===== src/rtl/pipefft_pkg.sv =====
// Shared types and default widths for the pipelined FFT stages.
//   IN_W_DEF / OUT_W_DEF : default sample widths (output carries one bit of growth)
//   state_t              : butterfly stage phase
//   cplx_t               : {im, re} complex word as stored in the delay-line RAM
package pipefft_pkg;

   localparam int unsigned IN_W_DEF  = 32;
   localparam int unsigned OUT_W_DEF = 33;

   typedef enum logic [1:0] {
      IDLE = 2'd0,
      FILL = 2'd1,
      BFLY = 2'd2
   } state_t;

   typedef struct packed {
      logic signed [OUT_W_DEF-1:0] im;
      logic signed [OUT_W_DEF-1:0] re;
   } cplx_t;

endpackage


===== src/rtl/pipefft_bfly2.sv =====
// Combinational radix-2 butterfly on a complex pair: sum = a+b, dif = a-b.
// Real and imaginary parts are independent.
// With PIPEFFT_BFLY_SCALE_EN defined, both results are computed one bit wider
// and arithmetic-shifted right by 1 (rounding toward minus infinity).
// Ports:
//   a_re, a_im, b_re, b_im     : signed W-bit operands
//   sum_re, sum_im             : a+b (optionally halved)
//   dif_re, dif_im             : a-b (optionally halved)
module pipefft_bfly2
   import pipefft_pkg::*;
#(
   parameter int unsigned W = OUT_W_DEF
) (
   input  logic signed [W-1:0] a_re,
   input  logic signed [W-1:0] a_im,
   input  logic signed [W-1:0] b_re,
   input  logic signed [W-1:0] b_im,
   output logic signed [W-1:0] sum_re,
   output logic signed [W-1:0] sum_im,
   output logic signed [W-1:0] dif_re,
   output logic signed [W-1:0] dif_im
);

`ifdef PIPEFFT_BFLY_SCALE_EN
   logic signed [W:0] s_re, s_im, d_re, d_im;

   // Widen by one bit so the halved result is exact before truncation.
   always_comb begin
      s_re   = (W+1)'(a_re) + (W+1)'(b_re);
      s_im   = (W+1)'(a_im) + (W+1)'(b_im);
      d_re   = (W+1)'(a_re) - (W+1)'(b_re);
      d_im   = (W+1)'(a_im) - (W+1)'(b_im);
      sum_re = W'(s_re >>> 1);
      sum_im = W'(s_im >>> 1);
      dif_re = W'(d_re >>> 1);
      dif_im = W'(d_im >>> 1);
   end
`else
   // Full precision: the caller's one bit of headroom absorbs the growth.
   always_comb begin
      sum_re = a_re + b_re;
      sum_im = a_im + b_im;
      dif_re = a_re - b_re;
      dif_im = a_im - b_im;
   end
`endif

endmodule


===== src/rtl/pipefft_r2sdf_bfly.sv =====
// R2SDF butterfly stage controller: drives a DLY-entry delay-line RAM,
// performs the add/subtract butterfly and the FILL/BFLY commutation.
// Optional feature macro: PIPEFFT_BFLY_SCALE_EN (halve BFLY sum/difference).
// Ports:
//   clk, rst                 : clock, synchronous active-high reset
//   in_valid, in_sop         : input strobe, first-sample-of-frame flag
//   in_re, in_im             : signed IN_W input sample
//   out_valid, out_sop       : registered output strobe, first butterfly sum
//   out_re, out_im           : signed OUT_W output sample
//   frame_err                : one-cycle pulse when in_sop arrives off-boundary
//   ram_wD, ram_wAddr, ram_wEn : RAM write port, {im, re} word
//   ram_rAddr, ram_rD        : RAM read port; ram_rD must reflect the word at
//                              the registered ram_rAddr (data for the next sample)
module pipefft_r2sdf_bfly
   import pipefft_pkg::*;
#(
   parameter int unsigned DLY   = 2,
   parameter int unsigned IN_W  = IN_W_DEF,
   parameter int unsigned OUT_W = OUT_W_DEF,
   parameter int unsigned AW    = $clog2(DLY)
) (
   input  logic                    clk,
   input  logic                    rst,
   input  logic                    in_valid,
   input  logic                    in_sop,
   input  logic signed [IN_W-1:0]  in_re,
   input  logic signed [IN_W-1:0]  in_im,
   output logic                    out_valid,
   output logic                    out_sop,
   output logic signed [OUT_W-1:0] out_re,
   output logic signed [OUT_W-1:0] out_im,
   output logic                    frame_err,
   output logic [2*OUT_W-1:0]      ram_wD,
   output logic [AW-1:0]           ram_wAddr,
   output logic [AW-1:0]           ram_rAddr,
   output logic                    ram_wEn,
   input  logic [2*OUT_W-1:0]      ram_rD
);

   localparam int unsigned CW = $clog2(2*DLY);

   state_t                  state_q, state_d;
   logic [CW-1:0]           cnt_q, cnt_d, cnt_eff_c;
   logic [AW-1:0]           wp_q, wp_d;
   logic                    primed_q, primed_d;
   logic                    bfly_c, sop_err_c;

   logic signed [OUT_W-1:0] a_re_c, a_im_c, b_re_c, b_im_c;
   logic signed [OUT_W-1:0] sum_re_c, sum_im_c, dif_re_c, dif_im_c;

   logic                    out_valid_d, out_sop_d, frame_err_d, ram_wEn_d;
   logic signed [OUT_W-1:0] out_re_d, out_im_d;
   logic [2*OUT_W-1:0]      ram_wD_d;
   logic [AW-1:0]           ram_wAddr_d, ram_rAddr_d;

   // Operand unpacking: a from the delay line, b is the sign-extended input.
   always_comb begin
      a_re_c = ram_rD[OUT_W-1:0];
      a_im_c = ram_rD[2*OUT_W-1:OUT_W];
      b_re_c = OUT_W'(in_re);
      b_im_c = OUT_W'(in_im);
   end

   pipefft_bfly2 #(.W(OUT_W)) u_bfly2 (
      .a_re   (a_re_c),
      .a_im   (a_im_c),
      .b_re   (b_re_c),
      .b_im   (b_im_c),
      .sum_re (sum_re_c),
      .sum_im (sum_im_c),
      .dif_re (dif_re_c),
      .dif_im (dif_im_c)
   );

   // Next-state and next-output logic.
   always_comb begin
      state_d     = state_q;
      cnt_d       = cnt_q;
      wp_d        = wp_q;
      primed_d    = primed_q;
      out_valid_d = 1'b0;
      out_sop_d   = 1'b0;
      frame_err_d = 1'b0;
      out_re_d    = out_re;
      out_im_d    = out_im;
      ram_wD_d    = ram_wD;
      ram_wAddr_d = ram_wAddr;
      ram_rAddr_d = ram_rAddr;
      ram_wEn_d   = in_valid;

      // in_sop realigns the frame; the sample it marks is always a FILL sample.
      cnt_eff_c = in_sop ? '0 : cnt_q;
      sop_err_c = in_valid && in_sop && (cnt_q != '0);
      bfly_c    = (state_q == BFLY) && !in_sop;

      if (in_valid) begin
         cnt_d       = cnt_eff_c + CW'(1);
         state_d     = cnt_d[CW-1] ? BFLY : FILL;
         wp_d        = wp_q + AW'(1);
         // Reading wp+1 returns the word written DLY accepted samples earlier.
         ram_wAddr_d = wp_q;
         ram_rAddr_d = wp_q + AW'(1);
         out_sop_d   = (cnt_eff_c == CW'(DLY));
         frame_err_d = sop_err_c;

         if (bfly_c) begin
            out_valid_d = 1'b1;
            primed_d    = 1'b1;
            out_re_d    = sum_re_c;
            out_im_d    = sum_im_c;
            ram_wD_d    = {dif_im_c, dif_re_c};
         end else begin
            // Differences in the RAM are stale after a resync, so drop them.
            out_valid_d = primed_q && !sop_err_c;
            if (sop_err_c) begin
               primed_d = 1'b0;
            end
            out_re_d    = a_re_c;
            out_im_d    = a_im_c;
            ram_wD_d    = {b_im_c, b_re_c};
         end
      end
   end

   // State register.
   always_ff @(posedge clk) begin
      if (rst) begin
         state_q <= IDLE;
      end else begin
         state_q <= state_d;
      end
   end

   // Datapath, pointer and output registers.
   always_ff @(posedge clk) begin
      if (rst) begin
         cnt_q     <= '0;
         wp_q      <= '0;
         primed_q  <= 1'b0;
         out_valid <= 1'b0;
         out_sop   <= 1'b0;
         frame_err <= 1'b0;
         out_re    <= '0;
         out_im    <= '0;
         ram_wD    <= '0;
         ram_wAddr <= '0;
         ram_rAddr <= '0;
         ram_wEn   <= 1'b0;
      end else begin
         cnt_q     <= cnt_d;
         wp_q      <= wp_d;
         primed_q  <= primed_d;
         out_valid <= out_valid_d;
         out_sop   <= out_sop_d;
         frame_err <= frame_err_d;
         out_re    <= out_re_d;
         out_im    <= out_im_d;
         ram_wD    <= ram_wD_d;
         ram_wAddr <= ram_wAddr_d;
         ram_rAddr <= ram_rAddr_d;
         ram_wEn   <= ram_wEn_d;
      end
   end

endmodule


===== config.mk =====
export PLATFORM = sky130hd
export DESIGN_NAME = pipefft_r2sdf_bfly
export DESIGN_NICKNAME = d
export VERILOG_FILES = /design/src/rtl/pipefft_pkg.sv /design/src/rtl/pipefft_bfly2.sv /design/src/rtl/pipefft_r2sdf_bfly.sv
export SDC_FILE = /design/constraint.sdc
export NUM_CORES = 1
export LEC_CHECK = 0
export CORE_MARGIN = 4
export CORE_UTILIZATION = 28
export DETAILED_ROUTE_END_ITERATION = 10
export GPL_ROUTABILITY_DRIVEN = 0
export PLACE_DENSITY_LB_ADDON = 0.2
export SYNTH_ARGS = -nofsm -noshare
export SYNTH_HDL_FRONTEND = slang
export SYNTH_SLANG_ARGS = --single-unit

===== constraint.sdc =====
create_clock -name clk -period 3.47 [get_ports clk]
set_clock_uncertainty 0.1 [all_clocks]
set_input_delay 0.347 -clock clk [delete_from_list [all_inputs] [get_ports clk]]
set_output_delay 0.347 -clock clk [all_outputs]
set_load 0.01 [all_outputs]

# Word level (Yosys, flattened, before mapping)
# Index checks and enable logic that the tools add are counted.
dict set report op_classes {
  n_addsub 6
  eq_ne 2
  mux 8
  n_bitwise 1
  n_reduce_logical 10
}
# cell count
set ops {}
lappend ops {{adder 33 x 32 -> 33 bit} 2}
lappend ops {{2-to-1 mux 33 bit} 2}
lappend ops {{2-to-1 mux 66 bit} 1}
lappend ops {{subtractor 33 x 32 -> 33 bit} 2}
lappend ops {{== test 2 bit (second input constant)} 2}
lappend ops {{logical AND 1 bit} 4}
lappend ops {{2-to-1 mux 2 bit} 2}
lappend ops {{nonzero test 2 bit} 2}
lappend ops {{2-to-1 mux 1 bit} 3}
lappend ops {{adder 2 x 1 -> 2 bit (second input constant)} 1}
lappend ops {{zero test 1 bit} 2}
lappend ops {{AND reduction 2 bit} 1}
lappend ops {{OR reduction 2 bit} 1}
lappend ops {{adder 1 bit (second input constant)} 1}
lappend ops {{NOT 1 bit} 1}
dict set report totals {
  reg_bits 143
}

# Depth between registers and ports, before layout
# Gate-level depths: netlist of the first run.
dict set report depth {
  depth_word 5
  depth_mapped 13
  ltp_nobuf 13
}

# By module
# Synthesis of the first run repeated with hierarchy kept, for this count alone.
dict set report unflattened {
  cells_unflattened 1764
  hier_area_um2 12615.8
}
# mod n_inst cells_per_inst area_per_inst_um2 seq_area_each_um2
set by_module_without_submodules {}
lappend by_module_without_submodules {pipefft_bfly2 1 996 6650.1 0.0}
lappend by_module_without_submodules {pipefft_r2sdf_bfly 1 768 5965.7 2842.7}

# Least setup slack after synthesis of the first run
# No wires, ideal clock.
dict set report synth_path {
  path_kind {input to register}
  from {input ram_rD[33]}
  to {register ram_wD[59]}
  arrival_time_ps 2824
  required_time_ps 3231
  setup_slack_ps 407
  cell_stages 13
  n_path_buf 0
  path_cell_list {inv_1 > ha_1 > fa_1 > nand2b_1 > a21oi_1 > o21ai_0 > o31a_1 > o41ai_2 > a31o_2 > nand2_1 > o31ai_1 > xnor2_1 > o221ai_1}
}
dict set report synth_between {
  elab_chain_len 2
}
# element line_no
set synth_rtl {}
lappend synth_rtl {{from (decl)} pipefft_r2sdf_bfly.sv:37} ;# input logic [2*OUT_W-1:0] ram_rD
lappend synth_rtl {{subtractor 33 x 32 -> 33 bit} pipefft_bfly2.sv:44} ;# dif_im = a_im - b_im;
lappend synth_rtl {{2-to-1 mux 66 bit} pipefft_r2sdf_bfly.sv:106} ;# if (bfly_c) begin
lappend synth_rtl {{to (signal assigned)} pipefft_r2sdf_bfly.sv:158} ;# ram_wD <= ram_wD_d;
lappend synth_rtl {{to (decl)} pipefft_r2sdf_bfly.sv:33} ;# output logic [2*OUT_W-1:0] ram_wD,
# No other way between the ends.
# A chain may end at the register's enable or synchronous reset.

# Worst setup path after layout of the first run
dict set report layout_path {
  from {input ram_rD[0]}
  to {register ram_wD[30]}
}
dict set report layout_between {
  elab_chain_len 2
}
# element line_no
set layout_rtl {}
lappend layout_rtl {{subtractor 33 x 32 -> 33 bit} pipefft_bfly2.sv:43} ;# dif_re = a_re - b_re;
lappend layout_rtl {{2-to-1 mux 66 bit} pipefft_r2sdf_bfly.sv:106}
# No other way between the ends.

==> results.txt, run 1 <==
Status = completed
Synth Instances = 1773
WHS Endpoint = ram_wD[62]
Number of I/O port buffers = 271
Hold-critical path depth = 2
Most used cell along the critical path = buf_4
FF-to-FF setup slack = 1.19 ns
Synth top area cells = dfxtp_1, ha_1, a21oi_1
Slowest-stage cell, CP = clkdlybuf4s50_1
Clk pwr share = 29.7%
Post-placement cell count = 2776
Arrival @ worst endpoint = 3.58 ns
Num CTS Buffers = 17
Number of antenna violations at the first check in global routing = 1
Hold Buf Count CTS = 0
Buffers & Inverters on Critical Path = 5
Largest family of logic cells by synthesized area = compound AO/OA/AOI/OAI gates
Area grow syn2layout = 44.7%
Post-DP HPWL = 38500 microns
Cells on worst reg2reg path = 7
#FFs+latches synth = 142
Metal-1 WL = 23300 microns
Sw Pwr = 2210 uW
Pre-Repair DR Iteration Count = 5
Fill count = 4577
Post-synthesis mux area share = 1.66%
Clock Path Buffers = 2
# IOs = 272
Post-route ant nets = 0
Core outline area = 0.0445 sq mm
Hold Path Class = input pin to flip-flop
Post-synthesis cell area = 0.0127 sq mm
Sink Count = 142
Layout cells sized above 1 = 15.1%
First-pass GRT wire length = 79800 microns
Vias in the first global route = 14206
Sequential-to-total area share from yosys stat = 22.4%
Max Slew Vio Count = 0
Post-route cell area = 0.0184 sq mm
CTS root buf = clkbuf_16
CP Capture Type = flip-flop
FFs w/ async S/R, synth = 0%
Slew headroom = 34.4%
Ant diodes = 0
DR iter-0 viols = 1003
CP required = 3.71 ns
XOR/XNOR Fraction of Synth Area = 6.75%
CP peak stage delay = 0.42 ns
NumNets Final = 2471
Htree depth = 4
Crit-path max FO = 2
Count of non-filler cells in the finished layout = 2809
Synth warnings = 0
Number of synthesized flops with an enable pin = 0
Met2 routed WL = 23200 microns
CTS tree = yes
Effective utilization at floorplan = 28.5%
Maximum vdd drop = 0.278 mV
Grt ovf = 0
Comb pwr share = 41.0%
Final Cycle Share = 96.3%
# setup viols final = 0
Flop pwr share = 29.4%
Area after DPL = 0.0177 sq mm
Max Clk Rate = 0.299 GHz
Adder-Cell Fraction of Synth Area = 13.3%
Most common cell in the netlist = nor2_1
Max cap viols = 0
Die area = 0.0489 sq mm
WL/cell = 17.9 microns
Ys flop type = dfxtp_1
Post-synth top cells = nor2_1, a21oi_1, dfxtp_1
Critical path, cell by cell = clkdlybuf4s50_1 -> inv_1 -> ha_2 -> fa_2 -> nor2b_2 -> o2111ai_2 -> a211oi_2 -> buf_4 -> o211a_1 -> o41a_1 -> buf_4 -> a21o_1 -> a21o_1 -> buf_4 -> a41oi_2 -> mux2i_1 -> nor4_2
Clk Latency, worst-skew pair = 0.49 ns
Drt total wl = 50400 microns
Internal Power = 3980 uW
Die X = 221 microns
Row Count = 77
Crit path kind = input pin to flip-flop
Slew at the pin closest to its max-slew limit = 0.983 ns
Via count = 14262
Met3 wire len = 2590 microns
Avg Cell Area, Syn = 7.17 sq um
Synth Net Count = 2040
Largest net degree at the start of global routing = 82
Critical Path Start Type = input pin
CTS clk-pin slew, worst paths = 0.07 ns
Compound-cell area share of the yosys netlist = 29.0%
Pwr Density = 337 mW/mm^2
CP top delay family = compound AO/OA/AOI/OAI gates
Worst r2r src = state_q[1]
Die span in y = 221 microns
Top layer in use = met5
Hold_sp = rst
Largest area contributor in the netlist = dfxtp_1
Final min period = 3.34 ns
GRT Total Usage = 20.2%
Worst R2R End = ram_wD[30]
# DRC = 0
Post-Synth Simple-Gate Area = 19.2%
Top-area cell type share of the netlist area = 22.4%
Leakage = 0.00787 uW
Yosys cell types = 73
Switching share of power = 35.7%
Final hold vios = 0
Vias/cell = 5.08
==> through the flow <==
stage	setup TNS (ns)	total power (uW)	hold WS, ns	worst slack [ns]	utilization, %
after floorplan	0	3170	0.344	0.407	-
after global placement	-17.28	4340	0.338	-0.533	39.8
after detailed placement	-18.48	4340	0.356	-0.533	39.8
after CTS	0	6230	0.145	0.00663	41.0
after global routing	-0.00646	6570	0.170	-0.00646	41.3
final	0	6190	0.183	0.129	41.3
==> power groups by stage <==
stage          clock network, uW  logic, uW  registers, uW
5_1_grt                     1970       2770           1830
3_5_place_dp                   0       2490           1850
6_report                    1840       2540           1820
4_1_cts                     1910       2510           1820
2_1_floorplan                  0       1280           1890
3_3_place_gp                   0       2480           1850
==> layout make-up <==
| type | instances | area (sq um) | share of cell area [%] |
|---|---|---|---|
| clock buffer | 20 | 447 | 2.43 |
| timing repair buffer | 536 | 4730 | 25.7 |
| sequential | 142 | 2840 | 15.5 |
| inverter | 131 | 492 | 2.67 |
| tap | 592 | 741 | 4.03 |
| clock inverter | 12 | 114 | 0.619 |
| multi-input combinational | 1376 | 9020 | 49.0 |
==> registers in the layout (all words and copies together), names as in the netlist <==
register   flops
out_valid      1
ram_wD        66
primed_q       1
out_im        33
ram_wEn        1
ram_wAddr      1
cnt_q          1
frame_err      1
out_re        33
wp_q           1
state_q        2
out_sop        1
==> how the worst max path moves through the flow <==
stage,startpoint,end,slack (ns),cells past startpoint
after global routing,ram_rD[0],ram_wD[18],-0.006,17
after CTS,in_re[0],ram_wD[30],0.007,16
after detailed placement,in_re[0],ram_wD[30],-0.53,16
after global placement,in_re[1],ram_wD[31],-0.53,15
after floorplan,ram_rD[33],ram_wD[59],0.41,13
final,ram_rD[0],ram_wD[30],0.13,17
==> metal layers <==
metal,vias up,GRT usage [%]
met4,2,6.70
met1,6657,26.6
li1,7116,-
met2,410,32.8
met3,77,4.36
met5,-,0
==> cells in the final DEF, fill, tap and decap left out, types with 6 or more instances in the layout <==
cell and n:
a211oi_1 49, a21o_1 25, a21oi_1 188, a22oi_1 6
a311oi_1 17, a31o_2 7, a31oi_1 20, and3_1 14
buf_4 265, clkbuf_16 17, clkdlybuf4s50_1 265, clkinvlp_4 7
dfxtp_1 142, ha_1 128, inv_1 128, mux2i_1 20
nand2_1 114, nand2b_1 19, nand3_1 23, nand4_1 10
nor2_1 252, nor2b_1 11, nor3_1 54, nor4_1 14
o211ai_1 13, o21a_1 12, o21ai_0 108, o21bai_1 29
o221ai_1 8, o22ai_1 10, o31a_1 7, o31ai_1 15
or3_1 11, xnor2_1 90, xor2_1 8
==> worst register-to-register path, stage by stage (launching register included) <==
cell,delay (ns)
dfxtp_1,0.35
nor2b_1,0.33
nor2b_4,0.33
buf_4,0.45
nor2_1,0.08
a311oi_1,0.26
a21oi_1,0.08
nor4_2,0.24
==> cells by family (layout without fill, tap and decap cells) <==
family                   after synthesis  count (layout)
flip-flops                           142             142
multiplexers                          21              21
adder cells (fa/ha/maj)              133             133
AND/OR/NAND/NOR                      548             548
buffers and inverters                255             699
AO/OA/AOI/OAI                        576             576
XOR/XNOR                              98              98
==> repair_timing <==
action / 4_1_cts / 5_1_grt
resized for setup: 0 / 34
hold endpoints to repair: 0 / 0
endpoints found under the setup margin: 0 / 34
setup buffers: 0 / 1
Note: power is estimated with default switching activity, not from simulation.
==> run 2: changes to the inputs <==
--- a/config.mk
+++ b/config.mk
@@ -5,7 +5,7 @@
 export SDC_FILE = /design/constraint.sdc
 export NUM_CORES = 1
 export LEC_CHECK = 0
-export CORE_MARGIN = 4
+export CORE_MARGIN = 2
 export CORE_UTILIZATION = 28
 export DETAILED_ROUTE_END_ITERATION = 10
 export GPL_ROUTABILITY_DRIVEN = 0
==> results.txt, run 2 (synthesized netlist as in run 1, its figures left out) <==
Status = completed
Number of antenna violations at the first check in global routing = 1
CP Capture Type = flip-flop
Slowest-stage cell, CP = clkdlybuf4s50_1
CP required = 3.75 ns
Final min period = 3.34 ns
Switching share of power = 34.6%
Critical path, cell by cell = clkdlybuf4s50_1 -> inv_1 -> ha_1 -> nor2b_1 -> o21ai_0 -> a2111o_1 -> a21oi_2 -> nor2_1 -> o31ai_2 -> buf_4 -> a31oi_1 -> o41ai_2 -> buf_4 -> xnor2_1 -> a21oi_1
Clk pwr share = 31.2%
CTS tree = yes
Clock Path Buffers = 2
CP peak stage delay = 0.56 ns
Most common cell after layout, fill and taps aside = buf_4
Post-route ant nets = 0
Maximum vdd drop = 0.282 mV
Tot Pwr = 6390 uW
Largest register FFs = 66
Row Count = 78
Max Clk Rate = 0.300 GHz
CTS clk-pin slew, worst paths = 0.07 ns
First-pass GRT wire length = 78600 microns
Crit-path max FO = 4
Core outline area = 0.0451 sq mm
Commonest non-fill, non-tap cells in the layout = buf_4, clkdlybuf4s50_1, nor2_1
Sink Count = 142
Die area = 0.0471 sq mm
Crit path kind = input pin to flip-flop
Die span in y = 217 microns
Arrival @ worst endpoint = 3.62 ns
Leakage = 0.00798 uW
Htree depth = 4
Top reg by flops = ram_wD
Largest net degree at the start of global routing = 69
Effective utilization at floorplan = 28.2%
Area grow syn2layout = 46.9%
NumNets Final = 2488
Vias/cell = 5.00
Final hold vios = 0
Flop pwr share = 28.4%
Final Cycle Share = 96.2%
DR iter-0 viols = 796
WL/cell = 17.8 microns
Largest regs = ram_wD (66), out_im (33), out_re (33)
Clk Latency, worst-skew pair = 0.48 ns
Pwr Density = 343 mW/mm^2
Slew at the pin closest to its max-slew limit = 1.01 ns
Pre-Repair DR Iteration Count = 5
Vias in the first global route = 14171
Critical Path Start Type = input pin
Number of I/O port buffers = 271
Fin util = 41.4%
Die X = 217 microns
CTS root buf = clkbuf_16
Max cap viols = 0
# IOs = 272
Slew headroom = 32.4%
Ant diodes = 0
Layout cells sized above 1 = 16.1%
GRT Total Usage = 21.4%
Max Slew Vio Count = 0
Grt ovf = 0
Internal Power = 4180 uW
Drt total wl = 50600 microns
Post-DP HPWL = 38800 microns
Sw Pwr = 2210 uW
Hold Path Class = input pin to flip-flop
# setup viols final = 0
Most used cell along the critical path = buf_4
Comb pwr share = 40.4%
Via count = 14149
Worst hold slack = 0.158 ns
Num CTS Buffers = 17
# DRC = 0
-- run 2: cell count changes in the layout (fill, tap and decap cells not counted), moves of 3 or more --
cell / previous run / this run
dlymetal6s2s_1: 4 / 1
buf_4: 265 / 278
clkdlybuf4s50_1: 265 / 268
buf_12: 2 / 5
clkinvlp_4: 7 / 4
-- run 2: worst max-delay path, delay by kind of cell --
family | cells | cell delay [ns]
xor+xnor | 1 | 0.13
fa+ha+maj | 1 | 0.31
simple gates | 2 | 0.28
compound gates | 7 | 1.59
buf+inv | 4 | 0.97
-- run 2: routing by layer --
layer,part of all wire [%],up-vias,GRT usage [%]
li1,-,7161,-
met1,46,6543,27.3
met2,46,361,35.3
met3,4.4,82,4.25
met4,3.2,2,8.63
met5,0.020,-,0
-- run 2: power groups by stage --
stage / clock network (uW) / registers [uW] / logic (uW)
CTS: 2060 / 1820 / 2540
global route: 2110 / 1830 / 2820
global placement: 0 / 1850 / 2510
finish: 1990 / 1820 / 2580
detailed placement: 0 / 1850 / 2520
floorplan: 0 / 1890 / 1280
-- run 2: path summary, 6_finish.rpt --
kind	to	start	slack (ns)	depth (start not counted)
worst max-delay path	ram_wD[31]	in_re[1]	0.13	15
worst min-delay path	ram_wD[0]	in_re[0]	0.16	3
worst max register to register	out_im[13]	state_q[1]	1.24	8
worst min register to register	out_re[28]	out_re[28]	0.36	2
-- run 2: area by class of cell --
class / instances / area (sq um)
clock inverters: 10 / 139
inverters: 131 / 492
repair buffers: 553 / 4890
multi-input cells: 1376 / 9080
clock buffers: 20 / 467
fillers: 4601 / 26400
well taps: 600 / 751
flip-flops and latches: 142 / 2840
-- run 2: what timing repair did --
action,CTS,global route
endpoints found under the setup margin,2,30
buffers inserted,0,4
hold buffers,0,0
resized for setup,3,38
pin swaps,0,18
-- run 2: through the flow --
stage	setup TNS, ns	setup slack [ns]	instances	area, sq um
after detailed placement	-19.11	-0.630	2798	17900
final	0	0.132	2832	18700
after floorplan	0	0.407	1773	12700
after global routing	-0.0916	-0.0446	2832	18700
after CTS	0	0.0233	2828	18500
after global placement	-16.52	-0.525	2798	17900
